File: src/rtl/mips_pkg.sv
// Shared MIPS encoding definitions: instruction kinds, opcode/funct constants
// and the loader FSM state type. The decoder uses the same constants.
package mips_pkg;

  typedef enum logic [2:0] {
    KIND_ADDU  = 3'd0,
    KIND_OR    = 3'd1,
    KIND_ADDIU = 3'd2,
    KIND_SW    = 3'd3,
    KIND_LW    = 3'd4,
    KIND_BNE   = 3'd5,
    KIND_JAL   = 3'd6,
    KIND_RSVD  = 3'd7
  } kind_t;

  localparam logic [5:0] OPCODE_SPECIAL = 6'h00;
  localparam logic [5:0] OPCODE_ADDIU   = 6'h09;
  localparam logic [5:0] OPCODE_SW      = 6'h2B;
  localparam logic [5:0] OPCODE_LW      = 6'h23;
  localparam logic [5:0] OPCODE_BNE     = 6'h05;
  localparam logic [5:0] OPCODE_JAL     = 6'h03;

  localparam logic [5:0] FUNC_ADDU      = 6'h21;
  localparam logic [5:0] FUNC_OR        = 6'h25;

  typedef enum logic [1:0] {
    ENC_IDLE = 2'd0,
    ENC_ENC  = 2'd1,
    ENC_WR   = 2'd2,
    ENC_DONE = 2'd3
  } enc_state_t;

  // R-type kinds are the only ones that carry an rd field.
  function automatic logic is_rtype(input kind_t k);
    return (k == KIND_ADDU) || (k == KIND_OR);
  endfunction

endpackage

File: src/rtl/imem_encoder_loader_instr_pack.sv
// instr_pack: purely combinational packing of kind + fields into a 32-bit
// MIPS word. With ENCODER_CHECK_EN defined it also flags illegal requests
// (reserved kind, or a nonzero rd on an I/J kind).
module instr_pack
  import mips_pkg::*;
(
  input  logic [2:0]  i_kind,
  input  logic [4:0]  i_rs,
  input  logic [4:0]  i_rt,
  input  logic [4:0]  i_rd,
  input  logic [15:0] i_imm,
  input  logic [25:0] i_target,
  output logic [31:0] o_word
`ifdef ENCODER_CHECK_EN
  ,
  output logic        o_illegal
`endif
);

  kind_t w_kind;
  assign w_kind = kind_t'(i_kind);

  // Field packing per instruction kind; reserved kind packs as a NOP.
  always_comb begin
    o_word = 32'h0000_0000;
    case (w_kind)
      KIND_ADDU:  o_word = {OPCODE_SPECIAL, i_rs, i_rt, i_rd, 5'd0, FUNC_ADDU};
      KIND_OR:    o_word = {OPCODE_SPECIAL, i_rs, i_rt, i_rd, 5'd0, FUNC_OR};
      KIND_ADDIU: o_word = {OPCODE_ADDIU, i_rs, i_rt, i_imm};
      KIND_SW:    o_word = {OPCODE_SW, i_rs, i_rt, i_imm};
      KIND_LW:    o_word = {OPCODE_LW, i_rs, i_rt, i_imm};
      KIND_BNE:   o_word = {OPCODE_BNE, i_rs, i_rt, i_imm};
      KIND_JAL:   o_word = {OPCODE_JAL, i_target};
      default:    o_word = 32'h0000_0000;
    endcase
  end

`ifdef ENCODER_CHECK_EN
  assign o_illegal = (w_kind == KIND_RSVD) || (!is_rtype(w_kind) && (i_rd != 5'd0));
`endif

endmodule

File: src/rtl/imem_encoder_loader.sv
// imem_encoder_loader: accepts symbolic instructions over valid/ready,
// encodes each into a MIPS word and writes it to consecutive imem addresses.
// One word per three cycles: IDLE (handshake) -> ENC (pack) -> WR (strobe).
// Optional feature macro: ENCODER_CHECK_EN adds the sticky err output and
// drops illegal requests instead of writing them.
module imem_encoder_loader
  import mips_pkg::*;
#(
  parameter int ADDR_W    = 8,
  parameter int BASE_ADDR = 0
) (
  input  logic              clk,
  input  logic              rst,
  input  logic              restart,
  input  logic              in_valid,
  output logic              in_ready,
  input  logic [2:0]        in_kind,
  input  logic [4:0]        in_rs,
  input  logic [4:0]        in_rt,
  input  logic [4:0]        in_rd,
  input  logic [15:0]       in_imm,
  input  logic [25:0]       in_target,
  input  logic              in_last,
  output logic              imem_we,
  output logic [ADDR_W-1:0] imem_addr,
  output logic [31:0]       imem_wdata,
  output logic              busy,
  output logic              done,
  output logic              full,
  output logic [ADDR_W:0]   count
`ifdef ENCODER_CHECK_EN
  ,
  output logic              err
`endif
);

  localparam logic [ADDR_W-1:0] LP_BASE = ADDR_W'(BASE_ADDR);
  localparam logic [ADDR_W-1:0] LP_LAST = {ADDR_W{1'b1}};
  localparam logic [ADDR_W:0]   LP_CAP  = {1'b1, {ADDR_W{1'b0}}};

  enc_state_t        r_state;
  enc_state_t        w_next;
  logic              w_accept;
  logic              w_wr;
  logic              w_load;

  logic [2:0]        r_kind;
  logic [4:0]        r_rs;
  logic [4:0]        r_rt;
  logic [4:0]        r_rd;
  logic [15:0]       r_imm;
  logic [25:0]       r_target;
  logic              r_last;

  logic [31:0]       w_word;
  logic [31:0]       r_wdata;
  logic [ADDR_W-1:0] r_addr;
  logic [ADDR_W:0]   r_count;
  logic              r_done;
  logic              r_full;

`ifdef ENCODER_CHECK_EN
  logic              w_illegal;
  logic              w_err_set;
  logic              r_err;
`endif

  instr_pack u_pack (
    .i_kind    (r_kind),
    .i_rs      (r_rs),
    .i_rt      (r_rt),
    .i_rd      (r_rd),
    .i_imm     (r_imm),
    .i_target  (r_target),
    .o_word    (w_word)
`ifdef ENCODER_CHECK_EN
    ,
    .o_illegal (w_illegal)
`endif
  );

  // Next-state and per-state strobes; restart overrides every transition.
  always_comb begin
    w_next   = r_state;
    w_accept = 1'b0;
    w_wr     = 1'b0;
    w_load   = 1'b0;
    case (r_state)
      ENC_IDLE: begin
        if (in_valid && !restart) begin
          w_accept = 1'b1;
          w_next   = ENC_ENC;
        end
      end
      ENC_ENC: begin
        w_load = 1'b1;
        w_next = ENC_WR;
`ifdef ENCODER_CHECK_EN
        if (w_illegal) begin
          w_load = 1'b0;
          w_next = r_last ? ENC_DONE : ENC_IDLE;
        end
`endif
      end
      ENC_WR: begin
        w_wr   = 1'b1;
        w_next = (r_last || (r_addr == LP_LAST)) ? ENC_DONE : ENC_IDLE;
      end
      ENC_DONE: w_next = ENC_DONE;
      default:  w_next = ENC_IDLE;
    endcase
    if (restart) w_next = ENC_IDLE;
  end

  // State register.
  always_ff @(posedge clk) begin
    if (rst) r_state <= ENC_IDLE;
    else     r_state <= w_next;
  end

  // Field capture at handshake; later input changes are ignored.
  always_ff @(posedge clk) begin
    if (w_accept) begin
      r_kind   <= in_kind;
      r_rs     <= in_rs;
      r_rt     <= in_rt;
      r_rd     <= in_rd;
      r_imm    <= in_imm;
      r_target <= in_target;
      r_last   <= in_last;
    end
  end

`ifdef ENCODER_CHECK_EN
  assign w_err_set = (r_state == ENC_ENC) && w_illegal;
`endif

  // Write data, address, count and sticky flags; address moves only after
  // a completed write and never wraps past the last word.
  always_ff @(posedge clk) begin
    if (rst || restart) begin
      r_wdata <= 32'h0000_0000;
      r_addr  <= LP_BASE;
      r_count <= '0;
      r_done  <= 1'b0;
      r_full  <= 1'b0;
`ifdef ENCODER_CHECK_EN
      r_err   <= 1'b0;
`endif
    end else begin
      if (w_load) r_wdata <= w_word;
      if (w_wr) begin
        if (r_count != LP_CAP) r_count <= r_count + (ADDR_W + 1)'(1);
        if (r_addr == LP_LAST) r_full <= 1'b1;
        if (w_next == ENC_DONE) r_done <= 1'b1;
        else                    r_addr <= r_addr + ADDR_W'(1);
      end
`ifdef ENCODER_CHECK_EN
      if (w_err_set) begin
        r_err <= 1'b1;
        if (w_next == ENC_DONE) r_done <= 1'b1;
      end
`endif
    end
  end

  assign in_ready   = (r_state == ENC_IDLE) && !restart;
  assign imem_we    = w_wr && !restart && !rst;
  assign imem_addr  = r_addr;
  assign imem_wdata = r_wdata;
  assign busy       = (r_state == ENC_ENC) || (r_state == ENC_WR);
  assign done       = r_done;
  assign full       = r_full;
  assign count      = r_count;
`ifdef ENCODER_CHECK_EN
  assign err        = r_err;
`endif

endmodule
File: config.mk
export PLATFORM = sky130hd
export DESIGN_NAME = imem_encoder_loader
export DESIGN_NICKNAME = d
export VERILOG_FILES = /design/src/rtl/mips_pkg.sv /design/src/rtl/imem_encoder_loader_instr_pack.sv /design/src/rtl/imem_encoder_loader.sv
export SDC_FILE = /design/constraint.sdc
export NUM_CORES = 1
export LEC_CHECK = 0
export CAP_MARGIN = 20
export CORE_MARGIN = 3
export CORE_UTILIZATION = 55
export CTS_CLUSTER_SIZE = 16
export DETAILED_ROUTE_END_ITERATION = 6
export DONT_BUFFER_PORTS = 1
export GPL_ROUTABILITY_DRIVEN = 0
export PLACE_DENSITY = 0.85
export REMOVE_ABC_BUFFERS = 1
export SLEW_MARGIN = 25
export SYNTH_ARGS = -nofsm -noshare
export SYNTH_HDL_FRONTEND = slang
export SYNTH_SLANG_ARGS = --single-unit
File: constraint.sdc
create_clock -name clk -period 2.8 [get_ports clk]
set_clock_uncertainty 0.15 [all_clocks]
set_input_delay 0.56 -clock clk [delete_from_list [all_inputs] [get_ports clk]]
set_output_delay 0.56 -clock clk [all_outputs]
set_load 0.02 [all_outputs]
==> results.cfg <==
[clock_tree]
cts.path.max_buffers = 2
cts_resized = 0
post_cts.repair.setup_buffers = 0
cts_made_buffers = 17
clk_pin_slew_ns = 0.05
tritoncts = done
clock-sinks = 113
worst_skew_pair.late_latency_ns = 0.50
clock-root-buffer = sky130_fd_sc_hd__clkbuf_8
cts_htree_levels = 4

[synthesis]
post_synth_num_cell_types = 47
syn-cell-area_sq_um = 4600
ys_seq_area_share_pct = 62.4
synth_warnings = 0
yosys.area.top_type = sky130_fd_sc_hd__edfxtp_1
synth_top_cells_by_count = 61 x sky130_fd_sc_hd__edfxtp_1, 52 x sky130_fd_sc_hd__dfxtp_1, 39 x sky130_fd_sc_hd__a21oi_1
ys_ff_latch = 113
netlist.area_leader.share_pct = 39.8
yosys.cell_count.top_type = sky130_fd_sc_hd__edfxtp_1
syn_avg_cell_area_sq_um = 11.9
ys_dominant_reg_cell = sky130_fd_sc_hd__edfxtp_1
asyncSetResetFlopFracSynth_pct = 0
synth_edf_count = 61
synth_cells = 387
netlist_top_cells_area = sky130_fd_sc_hd__edfxtp_1 40%, sky130_fd_sc_hd__dfxtp_1 23%, sky130_fd_sc_hd__a21oi_1 4.2%

[power]
ir_worst_vdd_v = 0.000667
power_frac_clock_pct = 50.1
power_density_nw_per_um2 = 724
cellLeakagePower_nw = 2.06
power_switching_w = 0.000979
sequentialPowerShare_pct = 43.7
power.switching_fraction_pct = 22.9
combPwrFrac_pct = 6.2
power_report.internal_total_w = 0.00329
fin_total_pwr_w = 0.00427

[routing]
routed-wl-met3_microns = 1230
drt_iter0_markers = 226
drt_first_pass_iters = 5
wirelength_microns = 12200
ant_nets = 0
dr_wl_met2_microns = 6270
m1WireLength_microns = 4470
drcViolationCount = 0
num_vias = 3529
drt-wirelength-per-cell_microns = 21.7
top_layer_used = met4
routed_via_density = 6.28

[global_routing]
vias_in_the_first_global_route = 3455
wire_length_of_the_first_global_routing_pass_microns = 19100
groute.usage.overall_pct = 25.7
overflow = 0
antenna_violations_before_repair = 0
maximum_number_of_pins_on_one_net_before_global_route_repair = 62

[sta]
final_count_of_pins_violating_max_slew = 0
timing.hold.ws_ns = 0.0820
max_clock_freq_mhz = 416
post-route-period-util_pct = 85.8
final.min_clock_period_ns = 2.40
timing.final.setup_violations = 0
final_hold_viol_count = 0
relSlewSlack_pct = 48.4
timing.setup.tns_ns = 0
tightestPinTransition_ns = 0.774
rsz_0062_raised_after_global_routing = no

[worst_setup_path]
start_kind = flop
worstPathMaxFanout = 10
critical_path.reg2reg.endpoint = imem_addr[5]
worst_setup_path_end_kind = primary output
reg2reg_from = r_state[0]
timing.reg2reg.setup_slack_ns = 0.56
r2r_cells = 6
path_class = reg2out
timing.critical_path.required_ns = 2.09
worstPathArrival_ns = 1.69

[final_layout]
post_route_design_area_sq_um = 5890
fin_util_pct = 74.3
nNetsFinal = 520
area_growth_pct = 27.9
filler_cell_count = 456
antenna_cells_inserted = 0
drive_gt1_share_pct = 9.78

[placement]
io_buffer_count = 0
place_hpwl_microns = 6200
cell_area_after_placement_sq_um = 4690

[worst_hold_path]
worst_hold_check_path_type = in2reg
hold_path_startpoint = in_valid
worst_hold_path.endpoint = r_state[0]
cells_on_worst_hold_path = 1

[die]
io_pins = 119
rows = 32
die_height_microns = 97.5
start_util_pct = 58.1
chipWidth_microns = 97.5
design.die.area_sq_um = 9510
placeableCoreArea_sq_um = 7930

[outcome]
result_of_the_run = completed

[run]
drv_cap = 0
==> sequential cells by signal, indices dropped and copies added, names as in the netlist <==
register and count:
count 9, done 1, full 1, imem_addr 8
imem_wdata 31, r_imm 16, r_kind 3, r_last 1
r_rd 5, r_rs 5, r_rt 5, r_state 2
r_target 26
==> area by class of cell <==
cell class	instances	area [sq um]	share of cell area (%)
Sequential cell	113	2870	48.8
Multi-Input combinational cell	238	1590	27.0
Timing Repair Buffer	69	683	11.6
Clock buffer	22	464	7.88
Tap cell	102	128	2.17
Clock inverter	10	124	2.10
Inverter	8	30.0	0.510
==> per-layer routing <==
metal | track usage, % | vias to the layer above
met5 | 0 | -
met4 | 7.45 | 0
met3 | 10.8 | 22
met2 | 43.5 | 218
met1 | 29.8 | 1716
li1 | - | 1573
==> kinds of logic after synthesis <==
family,Yosys count,share of synthesized area [%]
DFF,113,62.4
other,1,0.0814
buffers and inverters,36,3.18
muxes,11,2.39
xor gates and xnor gates,5,0.951
AOI/OAI and AO/OA,107,16.4
and+or+nand+nor,106,12.4
adders and majority gates,8,2.17
==> how the worst max path moves through the flow <==
stage | from | endpoint | cells past startpoint | slack [ns]
after floorplan | r_state[0] | r_imm[0] | 4 | -0.22
after CTS | r_state[0] | imem_we | 3 | 0.37
final | r_state[0] | imem_we | 3 | 0.40
after detailed placement | r_state[0] | imem_addr[5] | 6 | 0.54
after global routing | r_state[0] | imem_we | 3 | 0.27
after global placement | r_state[0] | imem_addr[7] | 6 | 0.66
==> power groups by stage <==
stage               clock network (W)  logic [W]  registers (W)
floorplan                           0   0.000128        0.00189
global placement                    0   0.000174        0.00189
detailed placement                  0   0.000181        0.00189
CTS                           0.00213   0.000250        0.00186
global route                  0.00222   0.000285        0.00187
finish                        0.00214   0.000265        0.00186
==> critical path, cell delays in order (launching register included) <==
cell and delay [ns]:
sky130_fd_sc_hd__dfxtp_1 0.35, sky130_fd_sc_hd__inv_1 0.13, sky130_fd_sc_hd__ha_1 0.40, sky130_fd_sc_hd__and2_1 0.31
==> per-stage QoR <==
stage,cells,setup slack [ns]
finish,562,0.398
global route,562,0.269
CTS,562,0.374
detailed placement,469,0.544
global placement,469,0.665
floorplan,359,-0.222
==> layout by cell type (no fill, tap or decap), drive strengths merged, types with 10 or more instances in the layout <==
master        n
nor3b        10
edfxtp       61
a211oi       14
a21oi        39
nand2b       13
o21ai        13
dfxtp        52
clkbuf       22
nand2        18
dlygate4sd3  61
nor2         23
inv          11
mux2i        11
nand3        15
==> repair_timing <==
item / CTS / global route
hold buffers: 61 / 0
hold endpoints to repair: 61 / 0
endpoints found under the setup margin: 0 / 0
Power figures use the tool's default switching activity.
==> variant 1 (same flow settings) <==
Add a define of `ENCODER_CHECK_EN`.
--- a/src/rtl/imem_encoder_loader_instr_pack.sv
+++ b/src/rtl/imem_encoder_loader_instr_pack.sv
@@ -1,6 +1,8 @@
 // instr_pack: purely combinational packing of kind + fields into a 32-bit
 // MIPS word. With ENCODER_CHECK_EN defined it also flags illegal requests
 // (reserved kind, or a nonzero rd on an I/J kind).
+`define ENCODER_CHECK_EN
+
 module instr_pack
   import mips_pkg::*;
 (
Behaviour (old outputs only; new: err): not the same (a bounded check fails within 4 cycles, from zero or initial values and one cycle with rst high).
==> variant 1 against the unedited design <==
- sequential cell count up 1
- total power shrank 2.7%
- sequential share of layout area is 0.51 points lower
- final area grew 1.8%
- synthesized area rose by 2.6%
- worst setup slack lost 0.050 ns
- die area grew 2.4%
- synthesized cell count rose by 12%
- wire length is 8.0% lower
- register-to-register slack lost 0.12 ns
- utilization fell by 1.7 points
- critical path type unchanged
==> variant 1: results (changes against the unedited design) <==
\begin{tabular}{lr}
\hline
Metric & Value \\
\hline
\multicolumn{2}{l}{\textbf{Logic synthesis}} \\
Biggest area contributors in the synthesized netlist & sky130\_fd\_sc\_hd\_\_edfxtp\_1, sky130\_fd\_sc\_hd\_\_dfxtp\_1, sky130\_fd\_sc\_hd\_\_a21oi\_1, sky130\_fd\_sc\_hd\_\_nand2\_1, sky130\_fd\_sc\_hd\_\_nor2\_1 \\
Number of distinct library cells after synthesis & 42 (-11\%) \\
Post-synthesis async set-or-reset flop share & 0 (unchanged) \\
Synth cell count leaders & sky130\_fd\_sc\_hd\_\_edfxtp\_1, sky130\_fd\_sc\_hd\_\_dfxtp\_1, sky130\_fd\_sc\_hd\_\_nand2\_1, sky130\_fd\_sc\_hd\_\_nor2\_1, sky130\_fd\_sc\_hd\_\_a21oi\_1 \\
Portion of the post-synthesis area used by sequential elements & 0.612 (-0.0115) \\
Syn. warnings & 0 (unchanged) \\
\multicolumn{2}{l}{\textbf{Worst hold path}} \\
Cells on Worst Hold Path & 3 (+2) \\
\multicolumn{2}{l}{\textbf{Clocking}} \\
CTS Root Cell & sky130\_fd\_sc\_hd\_\_clkbuf\_8 \\
Cts bufs inserted & 17 (unchanged) \\
Clock-pin slew reported for the worst setup and hold paths after clock tree synthesis & 0.06 ns \\
Clock tree buffer depth & 2 (unchanged) \\
Count of hold-fix buffers inserted at cts & 61 (unchanged) \\
\multicolumn{2}{l}{\textbf{Critical path}} \\
Arrival time reported for the critical path endpoint & 1.74 ns (+0.05 ns) \\
Worst-path maximum fanout & 14 (+4) \\
Worst R2R Path Depth & 7 (+1) \\
Slowest stage delay, CP & 0.45 ns (+0.05 ns) \\
\multicolumn{2}{l}{\textbf{Route}} \\
Post-detailed-route wirelength per cell & 18.2 um (-16\%) \\
Number of DRC markers after the initial detailed-route iteration & 155 (-31\%) \\
Number of vias after detailed routing & 3574 (+1.3\%) \\
DRT Pass-1 Iters & 4 (-1) \\
\multicolumn{2}{l}{\textbf{Global route}} \\
Fraction of met3 tracks used by global routing & 0.0863 (-0.0221) \\
Number of global-route vias before repair & 3807 (+10\%) \\
Pin count of the biggest net entering global routing & 50 (-19\%) \\
GRT Overall Usage & 0.242 (-0.0150) \\
Met2 track demand over resource in global routing & 0.417 (-0.0184) \\
First-pass GRT wire length & 18.5 mm (-3.2\%) \\
GR met1 Demand/Resource & 0.273 (-0.0249) \\
\multicolumn{2}{l}{\textbf{Power}} \\
Static leakage & 0.00206 uW (-0.29\%) \\
Worst IR Drop VDD & 0.518 mV (-22\%) \\
Cell internal pwr & 3200 uW (-2.5\%) \\
\multicolumn{2}{l}{\textbf{Placement}} \\
Buffers added on ports & 0 (unchanged) \\
HPWL after detailed placement & 6.64 mm (+7.1\%) \\
\multicolumn{2}{l}{\textbf{Outcome}} \\
Result of the run & complete, no violations \\
\multicolumn{2}{l}{\textbf{Timing}} \\
Max-slew headroom at the worst pin & 0.318 (-0.166) \\
\multicolumn{2}{l}{\textbf{Final layout}} \\
Layout Nets & 571 (+9.8\%) \\
Share of cells above drive strength 1 & 0.0978 (about the same) \\
\hline
\end{tabular}
==> variant 1: changes by cell type in the layout (fill, tap and decap cells not counted), sizes merged, moves of 6 or more <==
cell    change
inv         +7
mux2i      -11
nand2b     -10
a221o       -8
a211oi      +6
nor2b      +16
o211a       -8
nand2      +22
nor2       +17
nor3       +21
==> variant 1: final timing paths <==
kind	startpoint	endpoint	slack, ns
setup / recovery	r_state[0]$_SDFF_PP0_	imem_we	0.35
hold / removal	in_valid	r_state[1]$_SDFF_PP0_	0.11
setup reg to reg	r_state[0]$_SDFF_PP0_	imem_addr[6]$_SDFFE_PP0P_	0.44
hold reg to reg	r_rs[3]$_DFFE_PP_	imem_wdata[24]$_SDFFE_PP0P_	0.39
==> variant 1: per-stage QoR <==
step | cells | setup slack (ns) | area, sq um | hold slack (ns)
final | 616 | 0.348 | 5990 | 0.113
after global routing | 616 | 0.251 | 5990 | 0.133
after CTS | 616 | 0.353 | 5990 | 0.0926
after detailed placement | 523 | 0.502 | 4810 | 0.387
after global placement | 523 | 0.642 | 4810 | 0.359
after floorplan | 407 | -0.214 | 4570 | 0.355
==> variant 1: power groups by stage <==
stage	clock network [uW]	logic (uW)	registers, uW
global route	2150	267	1860
global placement	0	163	1880
finish	2060	243	1850
CTS	2080	240	1850
floorplan	0	108	1890
detailed placement	0	169	1890
==> variant 1: critical path: cells and delay by family (launching register included) <==
kind / cells / cell delay, ns
adders and majority gates: 1 / 0.45
buffers and inverters: 1 / 0.13
DFF: 1 / 0.35
and+or+nand+nor: 1 / 0.32
==> variant 1: layout make-up <==
cell class,instances,area [sq um]
clock buffers,17,414
clock inverters,15,155
fillers,536,2260
inverters,13,48.8
multi-input cells,280,1630
flip-flops and latches,114,2890
well taps,105,131
repair buffers,72,718
==> variant 1: logic make-up (layout without fill, tap and decap cells) <==
logic type,Yosys count,after routing,synth area share
buffers and inverters,41,117,0.0419
AOI/OAI and AO/OA,95,95,0.128
adders and majority gates,8,8,0.0212
other,1,1,0.000794
and+or+nand+nor,164,164,0.174
xor gates and xnor gates,12,12,0.0223
DFF,114,114,0.612
==> variant 1: metal layers <==
metal | part of all wire | wire, um | up-vias
met3 | 0.083 | 936 | 21
met1 | 0.39 | 4380 | 1713
met4 | 0.019 | 209 | 0
met5 | 0 | 0 | -
li1 | - | - | 1680
met2 | 0.51 | 5700 | 160
==> variant 2 (same flow settings) <==
Without the edit above. Re-encode `enc_state_t` (4 states) as one-hot, 4 bits wide.
--- a/src/rtl/mips_pkg.sv
+++ b/src/rtl/mips_pkg.sv
@@ -23,11 +23,11 @@
   localparam logic [5:0] FUNC_ADDU      = 6'h21;
   localparam logic [5:0] FUNC_OR        = 6'h25;
 
-  typedef enum logic [1:0] {
-    ENC_IDLE = 2'd0,
-    ENC_ENC  = 2'd1,
-    ENC_WR   = 2'd2,
-    ENC_DONE = 2'd3
+  typedef enum logic [3:0] {
+    ENC_IDLE = 4'b0001,
+    ENC_ENC  = 4'b0010,
+    ENC_WR   = 4'b0100,
+    ENC_DONE = 4'b1000
   } enc_state_t;
 
   // R-type kinds are the only ones that carry an rd field.
Formal check against the unedited RTL: no difference found for any inputs over 10 cycles, from zero or initial values and one cycle with rst high; not proved beyond that.
==> variant 2 against the unedited design <==
- final area shrank 1.3%
- count of clock-buffer cells in the layout is 5 lower
- register-to-register slack lost 0.16 ns
- worst setup slack got worse by 0.28 ns
- largest cell class unchanged
- sequential cell count grew 2
- wire length decreased by 0.74%
- via count shrank 0.14%
- non-clock buffer count up 3
- total power decreased by 6.2%
- synthesized area decreased by 0.54%
==> variant 2: results (changes against the unedited design) <==
\begin{tabular}{lr}
\hline
Metric & Value \\
\hline
\multicolumn{2}{l}{\textbf{Outcome}} \\
Result of the run & complete, no violations \\
\multicolumn{2}{l}{\textbf{Worst hold path}} \\
Cells on Worst Hold Path & 2 (+1) \\
Endpoint of the worst hold-timing path & imem\_addr[7]\$\_SDFFE\_PP0P\_ \\
Source of the worst hold timing path & rst \\
\multicolumn{2}{l}{\textbf{Placement}} \\
Placed cell area & 4660 sq um (-0.77\%) \\
Placement Setup Slack & 0.494 ns (-0.0508 ns) \\
Number of placed instances with taps included & 466 (-0.64\%) \\
\multicolumn{2}{l}{\textbf{Timing}} \\
Max-slew headroom at the worst pin & 0.533 (+0.0489) \\
Worst Hold Margin & 0.0925 ns (+0.0105 ns) \\
\multicolumn{2}{l}{\textbf{Final layout}} \\
Portion of the layout cell area used by clock cells & 0.0919 (-0.00792) \\
Fillers & 460 (+0.88\%) \\
Total area of multi-input combinational cells & 1490 sq um (-6.1\%) \\
Final cell count without fillers & 560 (-0.36\%) \\
Layout clock buffers & 17 (-23\%) \\
Fraction of cell area in non-clock buffers & 0.122 (+0.00585) \\
Utilization of the core after routing & 0.737 (-0.00606) \\
Number of ordinary and repair buffers in the finished layout & 72 (+4.3\%) \\
\multicolumn{2}{l}{\textbf{Critical path}} \\
Worst flop-to-flop path endpoint & imem\_wdata[0]\$\_SDFFE\_PP0P\_ \\
Worst-path maximum fanout & 7 (-3) \\
Cell family contributing the most delay on the critical path & simple AND/OR/NAND/NOR gates \\
Launching point of the worst reg2reg path & r\_kind[2]\$\_DFFE\_PP\_ \\
Setup crit start & r\_state[0]\$\_SDFF\_PP1\_ \\
Reg2reg setup slack & 0.40 ns (-0.16 ns) \\
\multicolumn{2}{l}{\textbf{Global route}} \\
Met2 track demand over resource in global routing & 0.441 (+0.00566) \\
Number of global-route vias before repair & 3618 (+4.7\%) \\
Fraction of met3 tracks used by global routing & 0.106 (-0.00287) \\
GR met1 Demand/Resource & 0.292 (-0.00579) \\
First-pass GRT wire length & 19.3 mm (+1.2\%) \\
\multicolumn{2}{l}{\textbf{Logic synthesis}} \\
Synth cell count leaders & sky130\_fd\_sc\_hd\_\_edfxtp\_1, sky130\_fd\_sc\_hd\_\_dfxtp\_1, sky130\_fd\_sc\_hd\_\_nor2\_1 \\
Portion of the post-synthesis area used by sequential elements & 0.636 (+0.0122) \\
Number of distinct library cells after synthesis & 50 (+6.4\%) \\
Avg Cell Area, Syn & 12.0 sq um (+1.0\%) \\
\multicolumn{2}{l}{\textbf{Route}} \\
Post-detailed-route wirelength per cell & 21.6 um (-0.38\%) \\
Met2 wire length & 6.11 mm (-2.7\%) \\
Sum of routed wire segments on met1 & 4.42 mm (-1.1\%) \\
\multicolumn{2}{l}{\textbf{Clocking}} \\
Clock latency reported for the late side of the worst-skew pair & 0.52 ns (+0.02 ns) \\
\multicolumn{2}{l}{\textbf{Power}} \\
Clock network power & 1970 uW (-8\%) \\
\multicolumn{2}{l}{\textbf{Floorplanning}} \\
Die area & 9460 sq um (-0.51\%) \\
\hline
\end{tabular}
==> variant 2: cell types whose count changed after synthesis, moves of 5 or more <==
cell | unedited run | this run
sky130_fd_sc_hd__a221oi_1 | 7 | 13
sky130_fd_sc_hd__a221o_1 | 8 | 2
sky130_fd_sc_hd__nor3_1 | 0 | 10
sky130_fd_sc_hd__o211a_1 | 8 | 1
sky130_fd_sc_hd__nand3_1 | 15 | 10
sky130_fd_sc_hd__clkbuf_1 | 21 | 16
sky130_fd_sc_hd__nor2_1 | 23 | 39
sky130_fd_sc_hd__mux2i_1 | 11 | 4
sky130_fd_sc_hd__a22o_1 | 0 | 7
sky130_fd_sc_hd__ha_1 | 8 | 3
sky130_fd_sc_hd__a21oi_1 | 39 | 12
sky130_fd_sc_hd__nand2b_1 | 13 | 2
==> variant 2: timing repair <==
action / 4_1_cts / 5_1_grt
hold buffers: 62 / 0
resized for setup: 0 / 1
endpoints found under the hold margin: 62 / 0
setup endpoints to repair: 0 / 1
setup buffers: 0 / 0
